===== src/rtl/xor_cipher_pkg.sv =====
// Shared types and sizing for the XOR cipher controller: state encoding,
// default payload lengths and bit-counter width.
package xor_cipher_pkg;

    localparam int unsigned KEY_BITS_DEF = 32;
    localparam int unsigned MSG_BITS_DEF = 512;
    localparam int unsigned TIMEOUT_DEF  = 1024;
    localparam int unsigned STATE_W      = 3;
    localparam int unsigned CNT_W_DEF    = $clog2(MSG_BITS_DEF) + 1;

    typedef enum logic [STATE_W-1:0] {
        ST_IDLE      = 3'd0,
        ST_LOAD_KEY  = 3'd1,
        ST_LOAD_MSG  = 3'd2,
        ST_ENCRYPT   = 3'd3,
        ST_SERIALIZE = 3'd4,
        ST_DONE      = 3'd5,
        ST_ERROR     = 3'd6
    } state_e;

    function automatic int unsigned cnt_width(input int unsigned msg_bits);
        return $clog2(msg_bits) + 1;
    endfunction

endpackage


===== src/rtl/xor_ctrl_watchdog.sv =====
// Loadable down-counter: load presets LIMIT-1, clear zeroes, hold freezes;
// expired_c is high while the count sits at zero.
module xor_ctrl_watchdog #(
    parameter int unsigned LIMIT = 1024
) (
    input  logic clk,
    input  logic rst_n,
    input  logic load,
    input  logic clear,
    input  logic hold,
    output logic expired_c
);

    localparam int unsigned WD_W = $clog2(LIMIT) + 1;

    logic [WD_W-1:0] cnt_q, cnt_d;

    always_comb begin
        cnt_d = cnt_q;
        if (load) begin
            cnt_d = WD_W'(LIMIT - 1);
        end else if (clear) begin
            cnt_d = '0;
        end else if (!hold && (cnt_q != '0)) begin
            cnt_d = cnt_q - WD_W'(1);
        end
    end

    always_ff @(posedge clk or negedge rst_n) begin
        if (!rst_n) begin
            cnt_q <= '0;
        end else begin
            cnt_q <= cnt_d;
        end
    end

    assign expired_c = (cnt_q == '0);

endmodule


===== src/rtl/xor_cipher_ctrl.sv =====
// Frame sequencer for the XOR cipher: routes key then message bits to the
// deserializers, fires encrypt, waits for the serializer. Watchdog: XOR_CTRL_TIMEOUT_EN.
module xor_cipher_ctrl
    import xor_cipher_pkg::*;
#(
    parameter int unsigned KEY_BITS       = KEY_BITS_DEF,
    parameter int unsigned MSG_BITS       = MSG_BITS_DEF,
    parameter int unsigned TIMEOUT_CYCLES = TIMEOUT_DEF
) (
    input  logic               clk,
    input  logic               rst_n,
    input  logic               ena,
    input  logic               iStart,
    input  logic               iBit_valid,
    input  logic               iSerial_in,
    input  logic               iEncrypt_done,
    input  logic               iSerial_end,
    output logic               oSerial_data,
    output logic               oLoad_key,
    output logic               oLoad_msg,
    output logic               oEncrypt_go,
    output logic               oBusy,
    output logic               oDone,
    output logic               oError,
    output logic [STATE_W-1:0] oState
);

    localparam int unsigned CNT_W = cnt_width(MSG_BITS);

    if (KEY_BITS == 0 || KEY_BITS > MSG_BITS || TIMEOUT_CYCLES < 2) begin : g_bad_cfg
        $error("xor_cipher_ctrl: invalid KEY_BITS/MSG_BITS/TIMEOUT_CYCLES");
    end

    state_e           state_q, state_d;
    logic [CNT_W-1:0] cnt_q, cnt_d;
    logic             go_pend_q, go_pend_d;
    logic             go_q, go_d;
    logic             sdata_q, sdata_d;
    logic             load_key_q, load_key_d;
    logic             load_msg_q, load_msg_d;
    logic             busy_q, busy_d;
    logic             done_q, done_d;
    logic             error_q, error_d;
    logic             timeout_c;

`ifdef XOR_CTRL_TIMEOUT_EN
    logic wd_load_c;
    logic wd_clear_c;

    // Restart the wait budget on every state change; only the wait states count.
    assign wd_load_c  = (state_d != state_q);
    assign wd_clear_c = !((state_q == ST_ENCRYPT) || (state_q == ST_SERIALIZE));

    xor_ctrl_watchdog #(
        .LIMIT (TIMEOUT_CYCLES)
    ) u_watchdog (
        .clk       (clk),
        .rst_n     (rst_n),
        .load      (wd_load_c),
        .clear     (wd_clear_c),
        .hold      (!ena),
        .expired_c (timeout_c)
    );
`else
    assign timeout_c = 1'b0;
`endif

    // Next-state, bit counter and strobe generation.
    always_comb begin
        state_d    = state_q;
        cnt_d      = cnt_q;
        go_pend_d  = go_pend_q;
        go_d       = 1'b0;
        sdata_d    = sdata_q;
        load_key_d = 1'b0;
        load_msg_d = 1'b0;

        if (ena) begin
            case (state_q)
                ST_IDLE, ST_ERROR: begin
                    if (iStart) begin
                        state_d = ST_LOAD_KEY;
                        cnt_d   = '0;
                    end
                end
                ST_LOAD_KEY: begin
                    if (iBit_valid) begin
                        sdata_d    = iSerial_in;
                        load_key_d = 1'b1;
                        if (cnt_q == CNT_W'(KEY_BITS - 1)) begin
                            cnt_d   = '0;
                            state_d = ST_LOAD_MSG;
                        end else begin
                            cnt_d = cnt_q + CNT_W'(1);
                        end
                    end
                end
                ST_LOAD_MSG: begin
                    if (iBit_valid) begin
                        sdata_d    = iSerial_in;
                        load_msg_d = 1'b1;
                        if (cnt_q == CNT_W'(MSG_BITS - 1)) begin
                            cnt_d     = '0;
                            state_d   = ST_ENCRYPT;
                            go_pend_d = 1'b1;
                        end else begin
                            cnt_d = cnt_q + CNT_W'(1);
                        end
                    end
                end
                ST_ENCRYPT: begin
                    // go trails the final message strobe by one cycle
                    if (go_pend_q) begin
                        go_d      = 1'b1;
                        go_pend_d = 1'b0;
                    end
                    if (iEncrypt_done) begin
                        state_d = ST_SERIALIZE;
                    end else if (timeout_c) begin
                        state_d = ST_ERROR;
                    end
                end
                ST_SERIALIZE: begin
                    if (iSerial_end) begin
                        state_d = ST_DONE;
                    end else if (timeout_c) begin
                        state_d = ST_ERROR;
                    end
                end
                ST_DONE: begin
                    state_d = ST_IDLE;
                end
                default: begin
                    state_d = ST_IDLE;
                end
            endcase
        end

        busy_d  = !((state_d == ST_IDLE) || (state_d == ST_ERROR));
        done_d  = (state_d == ST_DONE) && (state_q != ST_DONE);
        error_d = (state_d == ST_ERROR);
    end

    always_ff @(posedge clk or negedge rst_n) begin
        if (!rst_n) begin
            state_q    <= ST_IDLE;
            cnt_q      <= '0;
            go_pend_q  <= 1'b0;
            go_q       <= 1'b0;
            sdata_q    <= 1'b0;
            load_key_q <= 1'b0;
            load_msg_q <= 1'b0;
            busy_q     <= 1'b0;
            done_q     <= 1'b0;
            error_q    <= 1'b0;
        end else begin
            state_q    <= state_d;
            cnt_q      <= cnt_d;
            go_pend_q  <= go_pend_d;
            go_q       <= go_d;
            sdata_q    <= sdata_d;
            load_key_q <= load_key_d;
            load_msg_q <= load_msg_d;
            busy_q     <= busy_d;
            done_q     <= done_d;
            error_q    <= error_d;
        end
    end

    assign oSerial_data = sdata_q;
    assign oLoad_key    = load_key_q;
    assign oLoad_msg    = load_msg_q;
    assign oEncrypt_go  = go_q;
    assign oBusy        = busy_q;
    assign oDone        = done_q;
    assign oError       = error_q;
    assign oState       = state_q;

endmodule


===== config.mk =====
export PLATFORM = sky130hd
export DESIGN_NAME = xor_cipher_ctrl
export DESIGN_NICKNAME = d
export VERILOG_FILES = /design/src/rtl/xor_cipher_pkg.sv /design/src/rtl/xor_ctrl_watchdog.sv /design/src/rtl/xor_cipher_ctrl.sv
export SDC_FILE = /design/constraint.sdc
export NUM_CORES = 1
export LEC_CHECK = 0
export CAP_MARGIN = 20
export CORE_ASPECT_RATIO = 1.1
export CORE_MARGIN = 2
export CORE_UTILIZATION = 25
export CTS_CLUSTER_DIAMETER = 150
export DETAILED_ROUTE_END_ITERATION = 8
export SLEW_MARGIN = 30
export SYNTH_ARGS = -nofsm -noshare
export SYNTH_HDL_FRONTEND = slang
export SYNTH_SLANG_ARGS = --single-unit

===== constraint.sdc =====
create_clock -name clk -period 1.7 [get_ports clk]
set_input_delay 0.255 -clock clk [delete_from_list [all_inputs] [get_ports clk]]
set_output_delay 0.255 -clock clk [all_outputs]
set_load 0.03 [all_outputs]

-- Yosys cells after proc, flatten, opt, wreduce, memory -nomap -nowiden
Cells that the tools add are included.
- register bits after elaboration: 21
- input port bits: 8
- output and inout port bits: 10
- add/sub/neg operators: 1
- equality and inequality tests: 14
- mux-type cells: 26
- reductions and logical operators: 12
- operators with widths (kind ; count):
    2-to-1 mux 10 bit ; 5
    one-hot mux 10 bit (3 select lines) ; 1
    2-to-1 mux 3 bit ; 8
    one-hot mux 3 bit (5 select lines) ; 1
    equality test 3 bit (second input constant) ; 4
    adder 10 x 1 -> 10 bit (second input constant) ; 1
    equality test 10 x 5 -> 1 bit (second input constant) ; 1
    equality test 10 x 9 -> 1 bit (second input constant) ; 1
    2-to-1 mux 1 bit ; 10
    != test 2 bit (second input constant) ; 4
    equality test 3 x 2 -> 1 bit (second input constant) ; 2
    zero test 3 bit ; 2
    AND reduction 5 bit ; 1
    AND reduction 4 bit ; 1
    OR reduction 2 bit ; 2
    equality test 3 x 1 -> 1 bit (second input constant) ; 1
    != test 3 bit (second input constant) ; 1
    AND reduction 3 bit ; 1
    nonzero test 3 bit ; 1
    one-hot mux 1 bit (2 select lines) ; 1
    nonzero test 2 bit ; 1
    logical AND 1 bit ; 1
    zero test 1 bit ; 1
    logical OR 1 bit ; 1

-- Logic depth before layout (Yosys ltp)
Gate-level depths: netlist of the first run.
- depth after elaboration: 8
- mapped depth: 7
- mapped depth without buffers: 6

-- Worst setup path after synthesis of the first run
Ideal clock, no wire load.
- kind: register to register
- start: register state_q[2] (netlist: oState[2])
- end: register cnt_q[3]
- library setup time: 0.095 ns
- data arrival time: 1.708 ns
- required time: 1.605 ns
- setup slack: -0.103 ns
- stages on the path, launching flop included: 8
- period minus slack after synthesis: 1.803 ns
- path through: dfrtp_1 buf_2 inv_1 a211oi_1 o21ai_0 nand2b_2 buf_6 o31ai_1
- cells in the longest elaborated chain, start to end: 4
- elaborated cells between the ends (all ways): 11
- those cells by class: eq/ne (6); mux (1); reduce/logical (4)
- RTL lines (element ; line ; source):
    start, declared ; xor_cipher_ctrl.sv:34 ; state_e state_q, state_d;
    start signal, assigned ; xor_cipher_ctrl.sv:157 ; state_q <= state_d;
    equality test 3 bit or zero test 3 bit (tied branches) ; xor_cipher_ctrl.sv:79 ; case (state_q)
    OR reduction 2 bit ; xor_cipher_ctrl.sv:79 ;
    != test 2 bit (no source line) or nonzero test 3 bit (tied branches) ; n/a ;
    AND reduction 5 bit (no source line) ; n/a ;
    end signal, assigned ; xor_cipher_ctrl.sv:158 ; cnt_q <= cnt_d;
    end, declared ; xor_cipher_ctrl.sv:35 ; logic [CNT_W-1:0] cnt_q, cnt_d;
Several ways; a longest one is shown, not always the timed one.
A chain may end at the register's enable or synchronous reset.

-- Final worst setup path of the first run
- start: register cnt_q[5]
- end: register error_q (netlist: oError)
- cells in the longest elaborated chain, start to end: 6
- elaborated cells between the ends (all ways): 9
- those cells by class: eq/ne (3); mux (6)
- RTL lines (element ; line ; source):
    equality test 10 x 9 -> 1 bit or equality test 10 x 5 -> 1 bit (tied branches) ; xor_cipher_ctrl.sv:102, xor_cipher_ctrl.sv:90 ;
    2-to-1 mux 3 bit, on equally long branches ; xor_cipher_ctrl.sv:102, xor_cipher_ctrl.sv:90 ;
    2-to-1 mux 3 bit, on equally long branches ; xor_cipher_ctrl.sv:99, xor_cipher_ctrl.sv:87 ;
    one-hot mux 3 bit (5 select lines) * ; xor_cipher_ctrl.sv:79 ;
    2-to-1 mux 3 bit * ; xor_cipher_ctrl.sv:78 ; if (ena) begin
    equality test 3 bit * ; xor_cipher_ctrl.sv:141 ; error_d = (state_d == ST_ERROR);
    net error_d ; xor_cipher_ctrl.sv:43 ; logic error_q, error_d;
    end signal, assigned ; xor_cipher_ctrl.sv:166 ; error_q <= error_d;
    end, declared ; xor_cipher_ctrl.sv:43 ;
Mark *: on every way through the listed nets, which the timed path passes. The rest lies on a longest branch.

==> results.json, run 1 <==
{
  "avgRoutedWirePerCell_microns": 11.8,
  "fin_worst_hold_slack_ns": 0.349,
  "synth_edf_count": 0,
  "fmax_mhz": 550,
  "dpl.cell_count": 223,
  "finalCriticalPeriod_ns": 1.82,
  "worstPathMaxFanout": 4,
  "switching_share": 0.317,
  "syn-num-nets": 139,
  "ys_types": 41,
  "place_congestion": 0.774,
  "cp_num_cells": 7,
  "die_w_microns": 70.6,
  "coreArea_sq_um": 4680,
  "clk_pin_slew_ns": 0.08,
  "wl_mm": 2.71,
  "crit_required_ns": 1.90,
  "power_mw": 1.40,
  "cts_tree": "yes",
  "path_delay_family": "simple AND/OR/NAND/NOR gates",
  "skew_ns": 0.00556,
  "report.final.setup_viol": 13,
  "powerDensity_nw_per_um2": 808,
  "pin_count": 18,
  "synthesis.area_sq_um": 1220,
  "end_kind": "flop",
  "vdd_drop_max_mv": 0.325,
  "grt_pass1_vias": 1030,
  "start_kind": "flop",
  "finalMaxSlewViolations": 0,
  "worstMarginPinSlew_ns": 0.532,
  "diodes": 0,
  "syn-instance-count": 130,
  "arrival_ns": 2.02,
  "drc": 0,
  "path_cells": "or4_4, nor3_4, buf_4, buf_6, o31ai_4, nand2_2, and4_1",
  "hold_viol": 0,
  "vias": 1112,
  "synth.ff_latch_count": 21,
  "cts_buffers": 3,
  "htreeDepth": 1,
  "dieArea_sq_um": 5460,
  "drive_above_1_share": 0.295,
  "track_usage": 0.105,
  "r2r_cells": 7,
  "maxCapViolations": 0,
  "syn_to_final_growth_pct": 42.2,
  "portBuffers": 17,
  "switching_power_mw": 0.444,
  "final_cell_mix": "buf_4, dfrtp_1, clkdlybuf4s50_1",
  "cp_slowest_stage_delay_ns": 0.53,
  "grt_max_degree": 22,
  "cts.sinks": 21,
  "final_util": 0.370,
  "slowest_stage": "or4_4",
  "clock_path_buffers": 2,
  "grt.overflow.total": 0,
  "internal_power_mw": 0.958,
  "async_flop_share": 1.00,
  "place_ws_ns": -0.178,
  "die_y_microns": 77.3,
  "path_class": "flop to flop",
  "placementRows": 26,
  "comb_power_share": 0.301,
  "status": "complete, but fails checks",
  "max_slew_margin": 0.645,
  "hold_class": "input pin to asynchronous set/reset pin",
  "p_leak_nw": 0.714,
  "design_area_sq_um": 1730,
  "worst_slack_ns": -0.120,
  "grt_first_pass_wirelength_mm": 4.66,
  "cts-root-buf": "clkbuf_8",
  "seq_power_share": 0.466,
  "clock_latency_ns": 0.26,
  "clockPowerShare": 0.233,
  "dp_hpwl_mm": 2.08,
  "violations": "setup timing",
  "initial_utilization": 0.260,
  "rsz0062_at_grt": "true",
  "placed_area_sq_um": 1620,
  "dr.first_iter.drc_count": 64,
  "drt.antenna.violating_nets": 0,
  "ys.flop_type": "dfrtp_1",
  "critPathBufInv": 2,
  "dr.pass1.iters": 4,
  "via_per_inst": 4.86,
  "antenna_found_initial": 0,
  "fin_crit_sh": 1.07,
  "final_cells": 229,
  "synth_warnings": 0,
  "postSynthAreaPerCell_sq_um": 9.38,
  "final_common_cell": "buf_4",
  "setup_tns_ns": -0.768,
  "yosysSeqAreaShare": 0.431,
  "fin_nets": 183
}
[layer usage]
layer | vias up | track usage | share of wire
li1 | 556 | - | -
met1 | 536 | 0.136 | 0.46
met2 | 18 | 0.174 | 0.51
met3 | 2 | 0.0171 | 0.024
met4 | 0 | 0.0415 | 0.0052
met5 | - | 0 | 0
[path summary, 6_finish.rpt]
check,from,to,slack (ns)
max in group asynchronous,rst_n,oState[2]$_DFF_PN0_,1.11
min,rst_n,cnt_q[2]$_DFFE_PN0P_,0.35
min reg2reg,go_pend_q$_DFFE_PN0P_,oEncrypt_go$_DFF_PN0_,0.48
max reg2reg,cnt_q[5]$_DFFE_PN0P_,oError$_DFF_PN0_,-0.12
max,cnt_q[5]$_DFFE_PN0P_,oError$_DFF_PN0_,-0.12
min in group clk,go_pend_q$_DFFE_PN0P_,oEncrypt_go$_DFF_PN0_,0.48
[power groups by stage]
stage | Sequential (mW) | Combinational, mW | Clock, mW
2_1_floorplan | 0.668 | 0.163 | 0
3_3_place_gp | 0.641 | 0.385 | 0
3_5_place_dp | 0.645 | 0.390 | 0
4_1_cts | 0.635 | 0.396 | 0.340
5_1_grt | 0.665 | 0.468 | 0.368
6_report | 0.654 | 0.422 | 0.326
[cell type report]
type	instances	area, sq um
clock buffers	4	45.0
fillers	495	2950
inverters	12	45.0
multi-input cells	92	672
flip-flops and latches	21	529
well taps	56	70.1
repair buffers	44	373
[cells in the mapped netlist (3+ instances only)]
master	number	area, sq um
nand4_1	3	18.8
o21ai_0	7	35.0
nand2_1	16	60.1
dfrtp_1	21	526
a21o_1	4	30.0
o22ai_1	5	31.3
inv_1	12	45.0
nand3_1	7	35.0
and2_1	3	18.8
nor2_1	4	15.0
a21oi_1	10	50.1
buf_2	3	15.0
[cells by family (layout without fill, tap and decap cells)]
family                   count (synthesis)  in the layout  synth area share
multiplexers                             3              3            0.0256
AO/OA/AOI/OAI                           40             40             0.223
buffers and inverters                   17             60            0.0646
flip-flops                              21             21             0.431
AND/OR/NAND/NOR                         48             48             0.246
adder cells (fa/ha/maj)                  1              1            0.0103
[sequential cells by signal, summed over array words and instances (netlist names)]
signal / count
oLoad_msg: 1
go_pend_q: 1
oLoad_key: 1
oEncrypt_go: 1
oBusy: 1
oError: 1
oDone: 1
oState: 3
oSerial_data: 1
cnt_q: 10
[repair_timing]
| item | in CTS | in global routing |
|---|---|---|
| hold buffers | 0 | 0 |
| gates resized for setup | 7 | 8 |
| setup endpoints to repair | 17 | 15 |
| pin swaps | 3 | 4 |
| buffers inserted | 0 | 2 |
No activity file was read; power rests on OpenSTA's default activity.
==> run 2: changes to the inputs <==
--- a/config.mk
+++ b/config.mk
@@ -11,7 +11,8 @@
 export CORE_UTILIZATION = 25
 export CTS_CLUSTER_DIAMETER = 150
 export DETAILED_ROUTE_END_ITERATION = 8
-export SLEW_MARGIN = 30
+export GPL_ROUTABILITY_DRIVEN = 0
+export SLEW_MARGIN = 25
 export SYNTH_ARGS = -nofsm -noshare
 export SYNTH_HDL_FRONTEND = slang
 export SYNTH_SLANG_ARGS = --single-unit
==> results of run 2 <==
Final layout, timing and power as in run 1 (identical DEF).
